==> config.mk <==
export PLATFORM = sky130hd
export DESIGN_NAME = mem_access_stage
export DESIGN_NICKNAME = d
export VERILOG_FILES = /design/src/rtl/mem_access_stage.sv
export SDC_FILE = /design/constraint.sdc
export NUM_CORES = 1
export LEC_CHECK = 0
export ABC_AREA = 1
export BUFFER_PORTS_ARGS = -buffer_cell sky130_fd_sc_hd__buf_2
export CAP_MARGIN = 20
export CORE_MARGIN = 3
export CORE_UTILIZATION = 47
export DETAILED_ROUTE_END_ITERATION = 12
export PLACE_DENSITY = 0.84
export SETUP_SLACK_MARGIN = 0.3
export SLEW_MARGIN = 25
export SYNTH_ARGS = -nofsm -noshare
export SYNTH_HDL_FRONTEND = slang
export SYNTH_SLANG_ARGS = --single-unit
==> constraint.sdc <==
create_clock -name clk -period 1.9 [get_ports clk]
set_input_delay 0.38 -clock clk [delete_from_list [all_inputs] [get_ports clk]]
set_output_delay 0.38 -clock clk [all_outputs]
set_load 0.05 [all_outputs]
==> src/rtl/mem_access_stage.sv <==
// ---------------------------------------------------------------------------
// mem_access_stage
//
// Data-memory access unit for the MEM pipeline stage. It decodes the
// access type from the opcode of the instruction in MEM, runs a single
// req/ack transaction on the data-memory bus, aligns and extends load data,
// and stalls the upstream pipeline until the access has completed.
//
// Sequence per access: IDLE (request latched) -> WAIT (req held until ack)
// -> DONE (one cycle, result valid, stall released) -> IDLE.
//
// Configuration macro:
//   MEM_TIMEOUT_EN  - when defined, WAIT is bounded by TIMEOUT_CYCLES. On
//                     expiry the access ends with load buffer 32'hDEADBEEF
//                     and mem_buserr high for the DONE cycle. When undefined,
//                     WAIT holds until ack and mem_buserr is tied low.
//
// Ports:
//   clk            clock, rising edge
//   rst            asynchronous, active-low reset
//   MEM_inst       instruction in MEM; [31:26] opcode selects access type
//   MEM_ALUout     effective byte address
//   MEM_storedata  store data (rt)
//   MEM_MemRead    load in MEM
//   MEM_MemWrite   store in MEM (wins over MemRead)
//   dmem_req       memory request, held for the whole WAIT state
//   dmem_we        1 = write
//   dmem_addr      word address
//   dmem_be        byte enables
//   dmem_wdata     lane-replicated store data
//   dmem_ack       single-cycle completion pulse, only honoured in WAIT
//   dmem_rdata     read word, valid with ack
//   MEM_dataout    aligned/extended load result, held between captures
//   mem_stall      freezes PC, IF/ID, ID/EX, EX/MEM
//   mem_misalign   misaligned access (combinational); no request issued
//   mem_buserr     timeout flag for one DONE cycle (MEM_TIMEOUT_EN only)
// ---------------------------------------------------------------------------
module mem_access_stage #(
   parameter int unsigned TIMEOUT_CYCLES = 255
) (
   input  logic        clk,
   input  logic        rst,
   input  logic [31:0] MEM_inst,
   input  logic [31:0] MEM_ALUout,
   input  logic [31:0] MEM_storedata,
   input  logic        MEM_MemRead,
   input  logic        MEM_MemWrite,
   output logic        dmem_req,
   output logic        dmem_we,
   output logic [31:0] dmem_addr,
   output logic [3:0]  dmem_be,
   output logic [31:0] dmem_wdata,
   input  logic        dmem_ack,
   input  logic [31:0] dmem_rdata,
   output logic [31:0] MEM_dataout,
   output logic        mem_stall,
   output logic        mem_misalign,
   output logic        mem_buserr
);

   typedef enum logic [1:0] {ST_IDLE, ST_WAIT, ST_DONE} state_t;
   typedef enum logic [1:0] {SZ_BYTE, SZ_HALF, SZ_WORD} size_t;

   // Last WAIT-cycle count value before the timeout fires.
   localparam logic [7:0] TMO_LAST = 8'(TIMEOUT_CYCLES - 1);

   // ------------------------------------------------------------------
   // Access decode
   // ------------------------------------------------------------------
   logic [5:0] opcode;
   logic [1:0] off;
   size_t      acc_size;
   logic       acc_signed;
   logic       access;
   logic [3:0] be_new;
   logic [31:0] wdata_new;

   assign opcode = MEM_inst[31:26];
   assign off    = MEM_ALUout[1:0];

   // NOTE: every variable written in an always_comb gets a default first, so
   // no path through the case leaves it unassigned and infers a latch.
   always_comb begin
      acc_size   = SZ_WORD;
      acc_signed = 1'b0;
      case (opcode)
         6'b100000:            begin acc_size = SZ_BYTE; acc_signed = 1'b1; end // lb
         6'b100100, 6'b101000:       acc_size = SZ_BYTE;                        // lbu, sb
         6'b100001:            begin acc_size = SZ_HALF; acc_signed = 1'b1; end // lh
         6'b100101, 6'b101001:       acc_size = SZ_HALF;                        // lhu, sh
         default:              ;                                                // lw, sw, others
      endcase
   end

   assign mem_misalign = (MEM_MemRead | MEM_MemWrite) &
                         (((acc_size == SZ_HALF) & off[0]) |
                          ((acc_size == SZ_WORD) & (off != 2'b00)));
   assign access = (MEM_MemRead | MEM_MemWrite) & ~mem_misalign;

   always_comb begin
      be_new    = 4'b1111;
      wdata_new = MEM_storedata;
      case (acc_size)
         SZ_BYTE: begin
            be_new    = 4'b0001 << off;
            wdata_new = {4{MEM_storedata[7:0]}};
         end
         SZ_HALF: begin
            be_new    = off[1] ? 4'b1100 : 4'b0011;
            wdata_new = {2{MEM_storedata[15:0]}};
         end
         default: ;
      endcase
   end

   // Lane select and sign/zero extension of a returned read word.
   function automatic logic [31:0] align_load(logic [31:0] word, logic [1:0] lane,
                                              size_t sz, logic sgn);
      logic [7:0]  b;
      logic [15:0] h;
      b = word[{lane, 3'b000} +: 8];
      h = lane[1] ? word[31:16] : word[15:0];
      case (sz)
         SZ_BYTE: align_load = {{24{sgn & b[7]}}, b};
         SZ_HALF: align_load = {{16{sgn & h[15]}}, h};
         default: align_load = word;
      endcase
   endfunction

   // ------------------------------------------------------------------
   // Transaction state
   // ------------------------------------------------------------------
   state_t      state_q, state_d;
   logic        req_q,   req_d;
   logic        we_q,    we_d;
   logic [31:0] addr_q,  addr_d;
   logic [3:0]  be_q,    be_d;
   logic [31:0] wdata_q, wdata_d;
   logic        load_q,  load_d;
   size_t       size_q,  size_d;
   logic        sign_q,  sign_d;
   logic [1:0]  off_q,   off_d;
   logic [31:0] buf_q,   buf_d;
`ifdef MEM_TIMEOUT_EN
   logic [7:0]  cnt_q,    cnt_d;
   logic        buserr_q, buserr_d;
`endif

   always_comb begin
      state_d = state_q;
      req_d   = req_q;
      we_d    = we_q;
      addr_d  = addr_q;
      be_d    = be_q;
      wdata_d = wdata_q;
      load_d  = load_q;
      size_d  = size_q;
      sign_d  = sign_q;
      off_d   = off_q;
      buf_d   = buf_q;
`ifdef MEM_TIMEOUT_EN
      cnt_d    = cnt_q;
      buserr_d = 1'b0;
`endif
      case (state_q)
         ST_IDLE: begin
            if (access) begin
               state_d = ST_WAIT;
               req_d   = 1'b1;
               we_d    = MEM_MemWrite;
               addr_d  = {MEM_ALUout[31:2], 2'b00};
               be_d    = be_new;
               wdata_d = wdata_new;
               // Alignment info is kept with the request so the capture
               // does not depend on the stalled inputs staying put.
               load_d  = ~MEM_MemWrite;
               size_d  = acc_size;
               sign_d  = acc_signed;
               off_d   = off;
`ifdef MEM_TIMEOUT_EN
               cnt_d   = 8'd0;
`endif
            end
         end
         ST_WAIT: begin
            if (dmem_ack) begin
               state_d = ST_DONE;
               req_d   = 1'b0;
               if (load_q) buf_d = align_load(dmem_rdata, off_q, size_q, sign_q);
            end
`ifdef MEM_TIMEOUT_EN
            else if (cnt_q == TMO_LAST) begin
               state_d  = ST_DONE;
               req_d    = 1'b0;
               buf_d    = 32'hDEADBEEF;
               buserr_d = 1'b1;
            end else begin
               cnt_d = cnt_q + 8'd1;
            end
`endif
         end
         ST_DONE: state_d = ST_IDLE;
         default: state_d = ST_IDLE;
      endcase
   end

   // NOTE: sequential state uses non-blocking assignments only, so every flop
   // samples the pre-edge values regardless of block ordering.
   always_ff @(posedge clk or negedge rst) begin
      if (!rst) begin
         state_q <= ST_IDLE;
         req_q   <= 1'b0;
         we_q    <= 1'b0;
         addr_q  <= 32'd0;
         be_q    <= 4'd0;
         wdata_q <= 32'd0;
         load_q  <= 1'b0;
         size_q  <= SZ_WORD;
         sign_q  <= 1'b0;
         off_q   <= 2'd0;
         buf_q   <= 32'd0;
`ifdef MEM_TIMEOUT_EN
         cnt_q    <= 8'd0;
         buserr_q <= 1'b0;
`endif
      end else begin
         state_q <= state_d;
         req_q   <= req_d;
         we_q    <= we_d;
         addr_q  <= addr_d;
         be_q    <= be_d;
         wdata_q <= wdata_d;
         load_q  <= load_d;
         size_q  <= size_d;
         sign_q  <= sign_d;
         off_q   <= off_d;
         buf_q   <= buf_d;
`ifdef MEM_TIMEOUT_EN
         cnt_q    <= cnt_d;
         buserr_q <= buserr_d;
`endif
      end
   end

   // ------------------------------------------------------------------
   // Outputs
   // ------------------------------------------------------------------
   assign dmem_req    = req_q;
   assign dmem_we     = we_q;
   assign dmem_addr   = addr_q;
   assign dmem_be     = be_q;
   assign dmem_wdata  = wdata_q;
   assign MEM_dataout = buf_q;
   assign mem_stall   = ((state_q == ST_IDLE) & access) | (state_q == ST_WAIT);

   logic unused_ok;
`ifdef MEM_TIMEOUT_EN
   assign mem_buserr = buserr_q;
   assign unused_ok  = ^MEM_inst[25:0];
`else
   assign mem_buserr = 1'b0;
   assign unused_ok  = ^{MEM_inst[25:0], TMO_LAST};
`endif

endmodule
==> summary.txt <==
Global route
  • Vias in the first global route: 4912
  • First-pass GRT wire length: about 24000 um
  • Largest net degree at the start of global routing: 72
  • Initial antenna violation count: 0
  • GRT Util Overall: 0.237
  • GRT overflow: 0

Clocking
  • TritonCTS clock tree: done
  • Clock root cell: clkbuf_8
  • Skew-Pair Late Insertion Delay: between 300 and 400 ps
  • CTS Buf Count: 9
  • Clk buf depth: 2
  • Clock slew at reported path FFs: ~110 ps
  • Sink Count: 108
  • H-tree depth: 3

Placement
  • DP Cell Count: between 1000 and 1500
  • Dpl hpwl: 10900 um
  • RD Place Congestion: between 0.8 and 0.9
  • Port Buffers: 208

Power
  • Switching share of power: 0.524
  • Comb pwr share: 0.516
  • PD cells: 1640 nW/um^2
  • Pint: slightly above 5 mW
  • NetSw: roughly 5.7 mW
  • Clk pwr share: 0.150
  • LEAKAGE: 3.83 nW
  • Peak supply drop: about 0.00093 V
  • Flop pwr share: 0.334

Worst setup path
  • Worst EP arrival: between 1000 and 1500 ps
  • CP Max Fanout: 2
  • CP cell instances: nor3_2, nand2_2, nand2_2, buf_8
  • Crit-path slowest cell: dfrtp_1
  • Crit path capture type: output port
  • WP buf/inv: 1
  • Required @ worst endpoint: between 1500 and 2000 ps
  • Crit Path Category: register to output port
  • Crit-path leading delay family: flip-flops
  • Critical Path Max Stage Delay: around 420 ps
  • Most frequent CP cell: nand2_2
  • Worst setup SP type: register

Layout
  • Final #Nets: between 1000 and 1500
  • Post-Layout Cell Count: slightly above 1000
  • Diode count: 0
  • Finished Core Util: 0.628
  • Share of layout cells above drive strength 1: 0.297
  • Area Growth Syn to Fin: 27.0%

Run status
  • Status: finished clean

Floorplanning
  • Std-Cell Rows: 37
  • Io pins: ~240
  • Starting Density: 0.495
  • Core area: around 11000 um^2
  • Die H: 112 um
  • Chip width: around 110 um
  • Die Footprint: ~12000 um^2

Timing
  • Post-route minimum period: 1690 ps
  • Pins Over Slew Limit: 0
  • RSZ-0062 raised after global routing: true
  • Final Cycle Share: 0.888
  • Max Freq: approximately 600 MHz
  • Final Hold Vio Count: 0
  • Setup TNS: 0 ps
  • Post-Route Skew: approximately 11 ps
  • Final setup vio count: 0

Route
  • First-pass DRT Iterations: 5
  • Final wirelength: roughly 15000 um
  • DRC: 0
  • Via count: 5123
  • DRT iter0 DRCs: 401
  • Vias per cell: between 4 and 5
  • ANT nets after route: 0
  • DR WL/cell: around 15 um

Logic synthesis
  • Synth Register Bits: 108
  • Unique masters post-synth: 33
  • Post-synth EDFFs: 0
  • Async S/R FF share, synth: 1.00
  • Post-Syn Area: approximately 5200 um^2
  • Syn avg cell area: 7.64 um^2
  • Post-synthesis sequential area ratio: 0.515
  • Top FF cell, synth: dfrtp_1
  • Syn Inst Count: between 600 and 700
  • YS warnings: 0

Hold path
  • Worst Hold Class: primary input to register

Run
  • Max-Cap Viols: 0
==> worst paths after layout <==
check	end	from	slack, ps	cells after the start
setup / recovery	mem_stall	state_q[0]$_DFFE_PN0P_	210	4
hold / removal	dmem_addr[17]$_DFFE_PN0P_	MEM_ALUout[17]	200	3
setup reg to reg	MEM_dataout[13]$_DFFE_PN0P_	size_q[1]$_DFFE_PN1P_	430	9
hold reg to reg	dmem_addr[18]$_DFFE_PN0P_	dmem_addr[18]$_DFFE_PN0P_	480	2
max in group asynchronous	dmem_addr[12]$_DFFE_PN0P_	rst	920	3
min in group asynchronous	dmem_wdata[19]$_DFFE_PN0P_	rst	360	2
==> cell usage in the layout (no fill, tap or decap), types with 2 or more instances in the layout <==
cell type | synthesis | layout
a21oi_1 | 39 | 39
and2_1 | 7 | 7
buf_12 | 0 | 2
buf_2 | 17 | 205
buf_4 | 9 | 14
buf_6 | 4 | 2
bufinv_16 | 0 | 2
clkbuf_8 | 0 | 9
clkinv_4 | 1 | 2
conb_1 | 1 | 3
dfrtp_1 | 107 | 106
inv_1 | 32 | 32
inv_2 | 5 | 4
inv_4 | 1 | 2
inv_8 | 0 | 2
nand2_1 | 321 | 320
nand2_2 | 4 | 5
nand3_1 | 41 | 41
nand3_2 | 2 | 2
nand4_1 | 2 | 2
nor2_1 | 30 | 30
o21ai_0 | 36 | 36
o22ai_1 | 7 | 7
==> flip-flops by register name, summed over array words and instances, names as in the netlist, 2 cells and up <==
register / flops
dmem_be: 4
size_q: 2
state_q: 2
off_q: 2
MEM_dataout: 32
dmem_wdata: 32
dmem_addr: 30
==> stage by stage <==
| stage | setup slack, ps | area (um^2) | power [mW] | hold slack [ps] |
|---|---|---|---|---|
| 6_report | 212 | 6660 | 10.9 | 199 |
| 5_1_grt | 119 | 6660 | 11.5 | 178 |
| 4_1_cts | 218 | 6650 | 10.9 | 189 |
| 3_5_place_dp | 163 | 6380 | 9.28 | 186 |
| 3_3_place_gp | 224 | 6380 | 9.20 | 182 |
| 2_1_floorplan | 232 | 5260 | 7.86 | 84.4 |
==> metal layers <==
metal	GRT usage	routed length, um	vias to the layer above	share of wire
met5	0	0	-	0
met4	0.0697	249	0	0.017
met3	0.0652	1350	19	0.090
met2	0.371	6820	239	0.46
met1	0.323	6500	2316	0.44
li1	-	-	2549	-
==> cells by family after synthesis <==
family / after synthesis / synth area share
AND/OR/NAND/NOR: 415 / 0.326
buffers and inverters: 78 / 0.0735
other: 1 / 0.000715
flip-flops: 108 / 0.515
AO/OA/AOI/OAI: 85 / 0.0842
==> synth_stat cells (2+ instances only) <==
| cell | number | area share |
|---|---|---|
| inv_2 | 5 | 0.0036 |
| buf_4 | 9 | 0.013 |
| dfrtp_1 | 107 | 0.51 |
| a21oi_1 | 39 | 0.037 |
| inv_1 | 32 | 0.023 |
| nand4_1 | 2 | 0.0024 |
| nand2_1 | 321 | 0.23 |
| nand3_1 | 41 | 0.039 |
| and2_1 | 7 | 0.0083 |
| nand3_2 | 2 | 0.0038 |
| o21ai_0 | 36 | 0.034 |
| nand2_2 | 4 | 0.0048 |
| o22ai_1 | 7 | 0.0083 |
| clkbuf_1 | 8 | 0.0057 |
| buf_2 | 17 | 0.016 |
| buf_6 | 4 | 0.0086 |
| nor2_1 | 30 | 0.021 |
==> final cells by class <==
cell class | instances | area (um^2)
fillers | 947 | 3940
flip-flops and latches | 108 | 2710
multi-input cells | 503 | 2170
repair buffers | 226 | 1230
well taps | 136 | 170
inverters | 39 | 156
clock buffers | 9 | 124
clock inverters | 7 | 108
==> repair_timing <==
action | 4_1_cts | 5_1_grt
resized for setup | 4 | 6
endpoints found under the hold margin | 2 | 0
pin swaps | 2 | 0
buffers inserted | 1 | 0
hold buffers | 1 | 0
endpoints found under the setup margin | 1 | 17
==> worst register-to-register path: stages, from the launching register on <==
cell and delay (ps):
dfstp_2 580, clkinv_4 80, nand2_8 110, nor2_1 50, nand2_1 90, nand2_1 90, nand2_2 170, nand2_1 70
nand2_1 80, nand2_1 60
==> power by group through the flow <==
stage / clock (mW) / combinational (mW) / sequential, mW
6_report: 1.63 / 5.63 / 3.64
5_1_grt: 1.76 / 5.98 / 3.75
4_1_cts: 1.65 / 5.65 / 3.63
3_5_place_dp: 0 / 5.63 / 3.65
3_3_place_gp: 0 / 5.54 / 3.65
2_1_floorplan: 0 / 1.43 / 6.43
No activity file was read; power rests on OpenSTA's default activity.
